`src/rtl/ttc_tx_encoder.sv`:
```
// Serial TTC command-stream transmitter: sends 16-bit frames MSB-first, one bit per clock,
// with start-up and periodic sync frames and idle frames filling gaps in the traffic.
module ttc_tx_encoder #(
  parameter logic [15:0] SYNC_WORD     = 16'h817E,
  parameter logic [15:0] IDLE_WORD     = 16'h6969,
  parameter int unsigned N_INIT_SYNC   = 32,
  parameter int unsigned SYNC_INTERVAL = 32
) (
  input  logic        clk,
  input  logic        rst,
  input  logic [15:0] datain,
  input  logic        datain_valid,
  output logic        datain_ready,
  output logic        dataout,
  output logic        frame_start,
  output logic        sync_active,
  output logic        init_done
);

  localparam int unsigned InitW  = $clog2(N_INIT_SYNC + 1);
  localparam int unsigned SinceW = $clog2(SYNC_INTERVAL);

  localparam logic [InitW-1:0]  InitLoad = InitW'(N_INIT_SYNC);
  localparam logic [InitW-1:0]  InitOne  = InitW'(1);
  localparam logic [SinceW-1:0] SinceMax = SinceW'(SYNC_INTERVAL - 1);
  localparam logic [SinceW-1:0] SinceOne = SinceW'(1);

  typedef enum logic [1:0] {
    SelSync,
    SelData,
    SelIdle
  } frame_sel_e;

  logic [15:0]       shreg_q, shreg_d;
  logic [3:0]        bit_cnt_q, bit_cnt_d;
  logic [InitW-1:0]  init_cnt_q, init_cnt_d;
  logic [SinceW-1:0] since_sync_q, since_sync_d;
  logic              frame_start_q, frame_start_d;
  logic              sync_q, sync_d;

  logic       load;
  logic       sync_due;
  frame_sel_e sel;

  // Every 16th edge is a frame boundary; bit_cnt resets to 15 so edge 1 loads.
  assign load         = (bit_cnt_q == 4'd15);
  assign sync_due     = (init_cnt_q != '0) || (since_sync_q == SinceMax);
  assign datain_ready = load && !sync_due;

  always_comb begin
    sel = SelIdle;
    if (sync_due) begin
      sel = SelSync;
    end else if (datain_valid) begin
      sel = SelData;
    end
  end

  always_comb begin
    shreg_d       = {shreg_q[14:0], 1'b0};
    bit_cnt_d     = bit_cnt_q + 4'd1;
    init_cnt_d    = init_cnt_q;
    since_sync_d  = since_sync_q;
    frame_start_d = 1'b0;
    sync_d        = sync_q;
    if (load) begin
      frame_start_d = 1'b1;
      sync_d        = (sel == SelSync);
      unique case (sel)
        SelSync: begin
          shreg_d      = SYNC_WORD;
          since_sync_d = '0;
          if (init_cnt_q != '0) begin
            init_cnt_d = init_cnt_q - InitOne;
          end
        end
        SelData: begin
          shreg_d      = datain;
          since_sync_d = since_sync_q + SinceOne;
        end
        default: begin
          shreg_d      = IDLE_WORD;
          since_sync_d = since_sync_q + SinceOne;
        end
      endcase
    end
  end

  always_ff @(posedge clk or posedge rst) begin
    if (rst) begin
      shreg_q       <= '0;
      bit_cnt_q     <= 4'd15;
      init_cnt_q    <= InitLoad;
      since_sync_q  <= '0;
      frame_start_q <= 1'b0;
      sync_q        <= 1'b0;
    end else begin
      shreg_q       <= shreg_d;
      bit_cnt_q     <= bit_cnt_d;
      init_cnt_q    <= init_cnt_d;
      since_sync_q  <= since_sync_d;
      frame_start_q <= frame_start_d;
      sync_q        <= sync_d;
    end
  end

  assign dataout     = shreg_q[15];
  assign frame_start = frame_start_q;
  assign sync_active = sync_q;
  assign init_done   = (init_cnt_q == '0);

endmodule
```
`config.mk`:
```
export PLATFORM = sky130hd
export DESIGN_NAME = ttc_tx_encoder
export DESIGN_NICKNAME = d
export VERILOG_FILES = /design/src/rtl/ttc_tx_encoder.sv
export SDC_FILE = /design/constraint.sdc
export NUM_CORES = 1
export LEC_CHECK = 0
export ABC_CLOCK_PERIOD_IN_PS = 4460
export BUFFER_PORTS_ARGS = -buffer_cell sky130_fd_sc_hd__buf_2
export CORE_MARGIN = 2
export CORE_UTILIZATION = 50
export CTS_BUF_LIST = sky130_fd_sc_hd__clkbuf_16
export DETAILED_ROUTE_END_ITERATION = 10
export GPL_TIMING_DRIVEN = 0
export PLACE_DENSITY = 0.72
export SLEW_MARGIN = 15
export SYNTH_ARGS = -nofsm -noshare
export SYNTH_HDL_FRONTEND = slang
export SYNTH_SLANG_ARGS = --single-unit
export TNS_END_PERCENT = 1
```
`constraint.sdc`:
```
create_clock -name clk -period 4.46 [get_ports clk]
set_input_delay 0.446 -clock clk [delete_from_list [all_inputs] [get_ports clk]]
set_output_delay 0.446 -clock clk [all_outputs]
set_load 0.05 [all_outputs]
```
## After elaboration in Yosys (flattened, before gate mapping)

Index checks and enable logic that the tools add are counted.

| word-level totals | value |
|---|---|
| flip-flop bits (word level) | 33 |
| input port bits | 19 |
| output and inout port bits | 5 |
| word-level logic and storage cells | 25 |

| operators by class | value |
|---|---|
| add/sub/neg operators | 3 |
| eq/ne operators | 3 |
| muxes and demuxes | 6 |
| reduce and logical (&&, ||, !) cells | 7 |

Operators by type and width:

| cell | number |
|---|---|
| 16-bit one-hot mux with 2 select lines | 1 |
| 16-bit two-way mux | 1 |
| 6-bit logical NOT | 1 |
| 6-bit nonzero test | 1 |
| 6-bit by 1-bit subtractor with 6-bit output, second input constant | 1 |
| 5-bit by 1-bit adder with 5-bit output, second input constant | 1 |
| 5-bit equality test, second input constant | 1 |
| 5-bit two-way mux | 1 |
| 4-bit by 1-bit adder with 4-bit output, second input constant | 1 |
| 4-bit equality test, second input constant | 1 |
| 2-bit two-way mux | 2 |
| 3-bit AND reduction | 1 |
| 2-bit by 1-bit equality test with 1-bit output, second input constant | 1 |
| 2-bit logical NOT | 1 |
| 1-bit logical AND | 1 |
| 1-bit logical NOT | 1 |
| 1-bit logical OR | 1 |
| 1-bit two-way mux | 1 |

## Logic depth before layout (Yosys ltp)

Gate-level depths: netlist (run 1).

| logic depth | value |
|---|---|
| word-level depth | 6 |
| mapped depth | 7 |
| mapped depth without buffers | 7 |

## Least setup slack after synthesis (run 1)

Ideal clock, no wire load.

| timing | value |
|---|---|
| kind | register to output |
| from | register since_sync_q[0] |
| to | output datain_ready |
| arrival time | 1.550 ns |
| data required time | 4.014 ns |
| setup slack | 2.464 ns |
| cell stages (with the launch flop) | 7 |
| buffers on the path | 0 |
| cell sequence | dfrtp_1 ha_1 and3_1 ha_1 and4b_4 nand2_4 inv_2 |

| on the way | value |
|---|---|
| word-level cells in the longest chain between the ends | 4 |

Ends and longest elaborated chain:

| element | RTL line | text |
|---|---|---|
| start, declared | 37 | `logic [SinceW-1:0] since_sync_q, since_sync_d;` |
| start signal, assigned | 101 | `since_sync_q <= since_sync_d;` |
| 5-bit equality test | 47 | `assign sync_due = (init_cnt_q != '0) \|\| (since_sync_q == SinceMax);` |
| 1-bit logical OR | 47 |  |
| 1-bit logical NOT | 48 | `assign datain_ready = load && !sync_due;` |
| 1-bit logical AND | 48 |  |
| end, declared | 13 | `output logic datain_ready,` |

Every way passes these cells.

## Final worst setup path (run 1)

Same ends and word-level chain as after synthesis.

==> results of run 1 <==
[worst min-delay path by stage]
stage / start / end / cells after the start
after global placement: bit_cnt_q[0]$_DFF_PP1_ / bit_cnt_q[0]$_DFF_PP1_ / 1
after global routing: rst / shreg_q[14]$_DFF_PP0_ / 2
after CTS: datain[0] / shreg_q[0]$_DFF_PP0_ / 2
final: rst / shreg_q[14]$_DFF_PP0_ / 2
after detailed placement: bit_cnt_q[0]$_DFF_PP1_ / bit_cnt_q[0]$_DFF_PP1_ / 1
after floorplan: bit_cnt_q[0]$_DFF_PP1_ / bit_cnt_q[0]$_DFF_PP1_ / 1
[cells by family after synthesis]
group	synth area share
flip-flops	0.566
AND/OR/NAND/NOR	0.186
AO/OA/AOI/OAI	0.132
adder cells (fa/ha/maj)	0.0426
buffers and inverters	0.0298
XOR/XNOR	0.0358
multiplexers	0.00767
[power by group]
part           internal (uW)  total [uW]  switching (uW)
combinational           9.71        25.5            15.8
clock                    201         314             113
sequential               307         309            2.05
total                    518         649             131
[per-layer routing]
| layer | part of all wire | global-route usage | up-vias |
|---|---|---|---|
| li1 | - | - | 521 |
| met1 | 0.46 | 0.246 | 545 |
| met2 | 0.49 | 0.300 | 29 |
| met3 | 0.038 | 0.0469 | 5 |
| met4 | 0.012 | 0.0698 | 0 |
| met5 | 0 | 0 | - |
[layout make-up]
class | count | area, um^2 | area share
plain buffers | 3 | 12.5 | 0.00711
clock buffers | 5 | 125 | 0.0711
clock inverters | 3 | 12.5 | 0.00711
inverters | 7 | 31.3 | 0.0178
multi-input cells | 96 | 593 | 0.337
flip-flops and latches | 33 | 832 | 0.473
well taps | 31 | 38.8 | 0.0220
repair buffers | 23 | 115 | 0.0654
[sequential cells by signal, indices dropped and copies added (netlist names)]
| signal | cells |
|---|---|
| sync_active | 1 |
| bit_cnt_q | 4 |
| init_cnt_q | 6 |
| since_sync_q | 5 |
| shreg_q | 16 |
| frame_start | 1 |
[Yosys cell counts (all sizes together)]
cell	n	area share
xor2	1	0.0060
nand3	5	0.029
dfstp	5	0.089
ha	5	0.043
mux2	1	0.0077
nor2b	1	0.0043
a21oi	9	0.031
nand2	25	0.069
a22o	1	0.0060
and4b	1	0.0094
and3	2	0.0094
clkbuf	2	0.0051
a2bb2oi	1	0.0060
xnor2	5	0.030
nand4b	1	0.010
o21a	1	0.0051
o31ai	1	0.0085
clkinv	1	0.0060
nor3	1	0.0034
dfrtp	28	0.48
o21ai	18	0.061
inv	6	0.015
buf	1	0.0034
nor2	16	0.051
a31oi	1	0.014
[layout by cell type (no fill, tap or decap), drive strengths merged, types with 2 or more instances in the layout]
cell type,count
inv,6
nand2,25
and3,2
ha,5
nor2,16
clkbuf,7
clkinv,4
a21oi,9
buf,24
o21ai,18
xnor2,5
dfrtp,28
dfstp,5
nand3,5
[stage by stage]
stage	total power (uW)	cell area, um^2	setup WS (ns)	cells
after floorplan	327	1470	2.46	139
after global placement	338	1620	2.27	193
after global routing	674	1760	1.85	201
after CTS	655	1760	1.94	201
after detailed placement	340	1620	2.23	193
final	649	1760	1.95	201
==> results.toml, run 1 <==
[drt]
routedWlPerCell_um = 13.8
dr_total_vias = 1100
drt_first_pass_iters = 4
routed_wl_um = 2780
route.antenna.remaining_nets = 0
drc = 0
dr.first_iter.drc_count = 57
routed_via_density = 5.47

[placed_design]
place.port_buffers = 23
dp_hpwl_um = 2010
place.gp.congestion = 0.730

[sta]
hold_ws_ns = 0.273
timing.clock.skew_ns = 0.00534
post-route-min-period_ns = 2.51
setup_viol_count_final = 0
timing_hold_violations_final = 0
achievable-frequency_mhz = 399
tns_ns = 0
final_critical_path_share_of_the_clock_period = 0.562
rsz0062_at_grt = "false"
least_margin_pin_slew_ns = 0.664
final-max-slew-violation-count = 0
max-slew-margin-rel = 0.557

[critical_path]
worst-path-max-fanout = 5
critical_path.startpoint = "since_sync_q[0]$_DFFE_PP0P_"
worst_path_most_repeated_cell = "ha_1"
worst-endpoint-required_ns = 4.01
crit_type = "reg -> out"
worst-r2r-setup-slack_ns = 2.52
kind_of_start_point_of_the_critical_path = "flip-flop"
cp_slowest_cell = "dfrtp_1"
cp_cell_sequence = "ha_1 > and3_1 > ha_1 > and4b_4 > nand2_4 > inv_2 > buf_2"
cpLargestDelayFamily = "simple AND/OR/NAND/NOR gates"
worstReg2RegStart = "since_sync_q[0]$_DFFE_PP0P_"
cp-endpoint = "datain_ready"
slowest_delay_ns = 0.40
end_kind = "primary output"
number_of_buffer_and_inverter_instances_along_the_worst_setup_path = 2
worst-path-stages = 7
reg2regPathDepth = 6
r2r_end = "shreg_q[8]$_DFF_PP0_"
crit_arrival_ns = 2.06

[die]
die_height_um = 58.2
start_util = 0.528
floorplan.rows = 19
die_w_um = 58.2
die_area_mm2 = 0.00339
io_pins = 24
design.core.area_mm2 = 0.00278

[logic_synthesis]
total_standard_cell_area_after_synthesis_mm2 = 0.00147
avgSynthCellArea_um2 = 10.6
synth_warn = 0
synthesis.instances = 139
syn-num-nets = 163
sequential_share_of_the_synthesized_area = 0.566
synth-seq-cells = 33
post_synth_num_cell_types = 32

[cts]
clock_sinks = 33
clock_tree.root_cell = "clkbuf_16"
numCtsBuffers = 5
cts.repair_timing.setup_buffer_count = 0
clk_pin_slew_worst_paths_ns = 0.05
cts.hold.buffers_added = 0
clk_latency_ns = 0.27
cts_repair_resize_count = 0
ctsHtreeMaxLevel = 2
cts_tree = "done"
clk_path_buf_depth = 2

[cells_and_area]
finish.utilization = 0.633
layout-drive-gt1-share = 0.282
fillers = 226
flow.area_growth_from_synthesis_pct = 19.8
num_antenna_cells = 0
design.final.nets = 193

[outcome]
outcome = "completed"

[grt]
grt_antenna_before_repair = 0
largest_net_degree_at_the_start_of_global_routing = 34
grt_remaining_overflow = 0
grt.total_usage = 0.187
grt_pass1_wl_um = 4720
first_global_vias = 1088

[power_and_ir_drop]
powerDensity_mw_per_mm2 = 368
vdd_drop_max_mv = 0.374
p_leak_uw = 0.000846

[run]
maxCapViolCount = 0

[worst_hold_path]
hold_class = "in -> async"
Power figures use the tool's default switching activity.
==> run 2: changes to the inputs <==
- ABC_AREA: default -> 1
- ABC_CLOCK_PERIOD_IN_PS: 4460 -> 2500
- clock period: 4.46 -> 2.5 ns (I/O delays scaled with it)
==> results.toml, run 2 <==
[outcome]
outcome = "completed"

[drt]
dr.first_iter.drc_count = 36
route.antenna.remaining_nets = 0
drc = 0
routed_wl_um = 2790
dr_total_vias = 1198
routed_via_density = 4.79
drt_first_pass_iters = 4
routedWlPerCell_um = 11.1

[cells_and_area]
biggest_regs = "shreg_q: 16 flops, init_cnt_q: 6 flops, since_sync_q: 5 flops"
layout-drive-gt1-share = 0.267
largest_register_ff_count = 16
mostFrequentLayoutCell = "nand2_1"
num_antenna_cells = 0
flow.area_growth_from_synthesis_pct = 19.6
design.final.nets = 229
finish.utilization = 0.620
ff_latch_area_um2 = 832
fillers = 253
regMostFlops = "shreg_q"
final_cell_mix = "nand2_1 (42), dfrtp_1 (28), buf_2 (24)"
final_cell_count_without_fillers = 250
multi_input_logic_area_um2 = 604

[sta]
hold_ws_ns = 0.0713
final_critical_path_share_of_the_clock_period = 0.831
post-route-min-period_ns = 2.08
setup_viol_count_final = 0
final-max-slew-violation-count = 0
timing_hold_violations_final = 0
timing.clock.skew_ns = 0.00267
least_margin_pin_slew_ns = 0.661
rsz0062_at_grt = "false"
tns_ns = 0
achievable-frequency_mhz = 482
max-slew-margin-rel = 0.558

[die]
io_pins = 24
start_util = 0.518
floorplan.rows = 20
die_area_mm2 = 0.00360
die_w_um = 60.0
die_height_um = 60.0
design.core.area_mm2 = 0.00303

[logic_synthesis]
post-synth-top-count-cell = "nand2_1"
post_synth_num_cell_types = 27
syn-num-nets = 199
synth_top_cells_by_count = "nand2_1 (42), dfrtp_1 (28), inv_1 (24)"
synthDominantCellAreaShare = 0.447
number_of_flops_mapped_to_enable_cells_by_yosys = 0
synth.largest_area_cell = "dfrtp_1"
synth_warn = 0
total_standard_cell_area_after_synthesis_mm2 = 0.00157
most_frequently_used_flop_master_after_synthesis = "dfrtp_1"
fraction_of_registers_with_async_set_or_reset_after_synthesis = 1.00
post_synth_main_area_contributors = "dfrtp_1 (45%), nand2_1 (10%), dfstp_2 (8.4%), inv_1 (5.7%), nand3_1 (4.1%)"
avgSynthCellArea_um2 = 8.97
synth-seq-cells = 33
sequential_share_of_the_synthesized_area = 0.530
synthesis.instances = 175

[placed_design]
placedCellCount = 242
place.port_buffers = 23
place.gp.congestion = 0.817
dp_hpwl_um = 1980

[critical_path]
crit_arrival_ns = 1.83
crit_type = "reg -> out"
number_of_buffer_and_inverter_instances_along_the_worst_setup_path = 1
worstReg2RegStart = "bit_cnt_q[0]$_DFF_PP1_"
end_kind = "primary output"
kind_of_start_point_of_the_critical_path = "flip-flop"
reg2regPathDepth = 6
r2r_end = "init_cnt_q[2]$_DFFE_PP0P_"
slowest_delay_ns = 0.54
worst-r2r-setup-slack_ns = 0.86
worst-path-stages = 4
cpLargestDelayFamily = "flip-flops"
worst-endpoint-required_ns = 2.25
cp_cell_sequence = "ha_1 > nand3_2 > nor3_2 > buf_2"
worst-path-max-fanout = 9
cp_slowest_cell = "dfstp_2"

[cts]
ctsHtreeMaxLevel = 2
cts_repair_resize_count = 0
cts.hold.buffers_added = 0
clock_tree.root_cell = "clkbuf_16"
clk_latency_ns = 0.27
cts_tree = "done"
clk_pin_slew_worst_paths_ns = 0.05
cts.repair_timing.setup_buffer_count = 0
clk_path_buf_depth = 2
clock_sinks = 33
numCtsBuffers = 5

[grt]
largest_net_degree_at_the_start_of_global_routing = 34
grt_pass1_wl_um = 4620
grt.total_usage = 0.179
grt_remaining_overflow = 0
grt_antenna_before_repair = 0
first_global_vias = 1105

[power_and_ir_drop]
clockPowerShare = 0.485
power_internal_uw = 927
p_leak_uw = 0.00101
p_sw_uw = 239
powerDensity_mw_per_mm2 = 622
portion_of_total_power_attributed_to_sequential_cells = 0.472
p_comb_frac = 0.043
vdd_drop_max_mv = 0.488
switching_share = 0.205

[worst_hold_path]
hold_class = "in -> async"

[run]
maxCapViolCount = 0
run 2: cell count changes in the layout (fill, tap and decap cells not counted), sizes merged, moves of 4 or more:
cell	previous run	this run
o21ai	18	7
nand4	0	5
inv	6	25
nand2	25	43
a21oi	9	1
nand3	5	15
or2	0	8
xnor2	5	1
xor2	1	5
run 2: through the flow:
stage                     power, uW  setup slack (ns)  cell area, um^2
after CTS                      1180             0.405             1880
after global placement          608             0.746             1740
final                          1170             0.424             1880
after detailed placement        610             0.709             1740
after floorplan                 588             0.641             1570
after global routing           1220             0.296             1880
run 2: worst max-delay path by stage:
stage                      startpoint           end  slack [ns]
2_1_floorplan  bit_cnt_q[0]$_DFF_PP1_  datain_ready        0.64
3_3_place_gp   bit_cnt_q[0]$_DFF_PP1_  datain_ready        0.75
6_report       bit_cnt_q[0]$_DFF_PP1_  datain_ready        0.42
4_1_cts        bit_cnt_q[0]$_DFF_PP1_  datain_ready        0.41
3_5_place_dp   bit_cnt_q[0]$_DFF_PP1_  datain_ready        0.71
5_1_grt        bit_cnt_q[0]$_DFF_PP1_  datain_ready        0.30
run 2: final cells by class:
class / instances / area share
Sequential cell: 33 / 0.443
Clock inverter: 3 / 0.00667
Buffer: 5 / 0.0207
Tap cell: 44 / 0.0293
Timing Repair Buffer: 23 / 0.0613
Multi-Input combinational cell: 112 / 0.322
Clock buffer: 5 / 0.0667
Inverter: 25 / 0.0500
run 2: worst reg2reg max path, delay by kind of cell (launching register included):
family                     cells  cell delay (ns)
xor gates and xnor gates       1             0.15
DFF                            1             0.54
adders and majority gates      1             0.20
and+or+nand+nor                2             0.34
buffers and inverters          2             0.30
run 2: logic make-up (layout without fill, tap and decap cells):
family / Yosys count / after routing / synth area share
AO/OA/AOI/OAI: 9 / 9 / 0.0303
XOR/XNOR: 6 / 6 / 0.0335
adder cells (fa/ha/maj): 5 / 5 / 0.0399
buffers and inverters: 30 / 61 / 0.0845
flip-flops: 33 / 33 / 0.530
AND/OR/NAND/NOR: 92 / 92 / 0.282
run 2: power groups by stage:
| stage | clock, uW | sequential (uW) | combinational, uW |
|---|---|---|---|
| after floorplan | 0 | 561 | 26.8 |
| after global placement | 0 | 559 | 49.3 |
| after detailed placement | 0 | 559 | 51.1 |
| after CTS | 576 | 550 | 51.8 |
| after global routing | 608 | 551 | 57.9 |
| final | 566 | 551 | 50.6 |
run 2: metal layers:
layer / track usage / share of wire / up-vias
met5: 0 / 0 / -
met4: 0.0889 / 0.019 / 0
met3: 0.0649 / 0.041 / 7
met2: 0.284 / 0.48 / 24
met1: 0.215 / 0.46 / 569
li1: - / - / 598
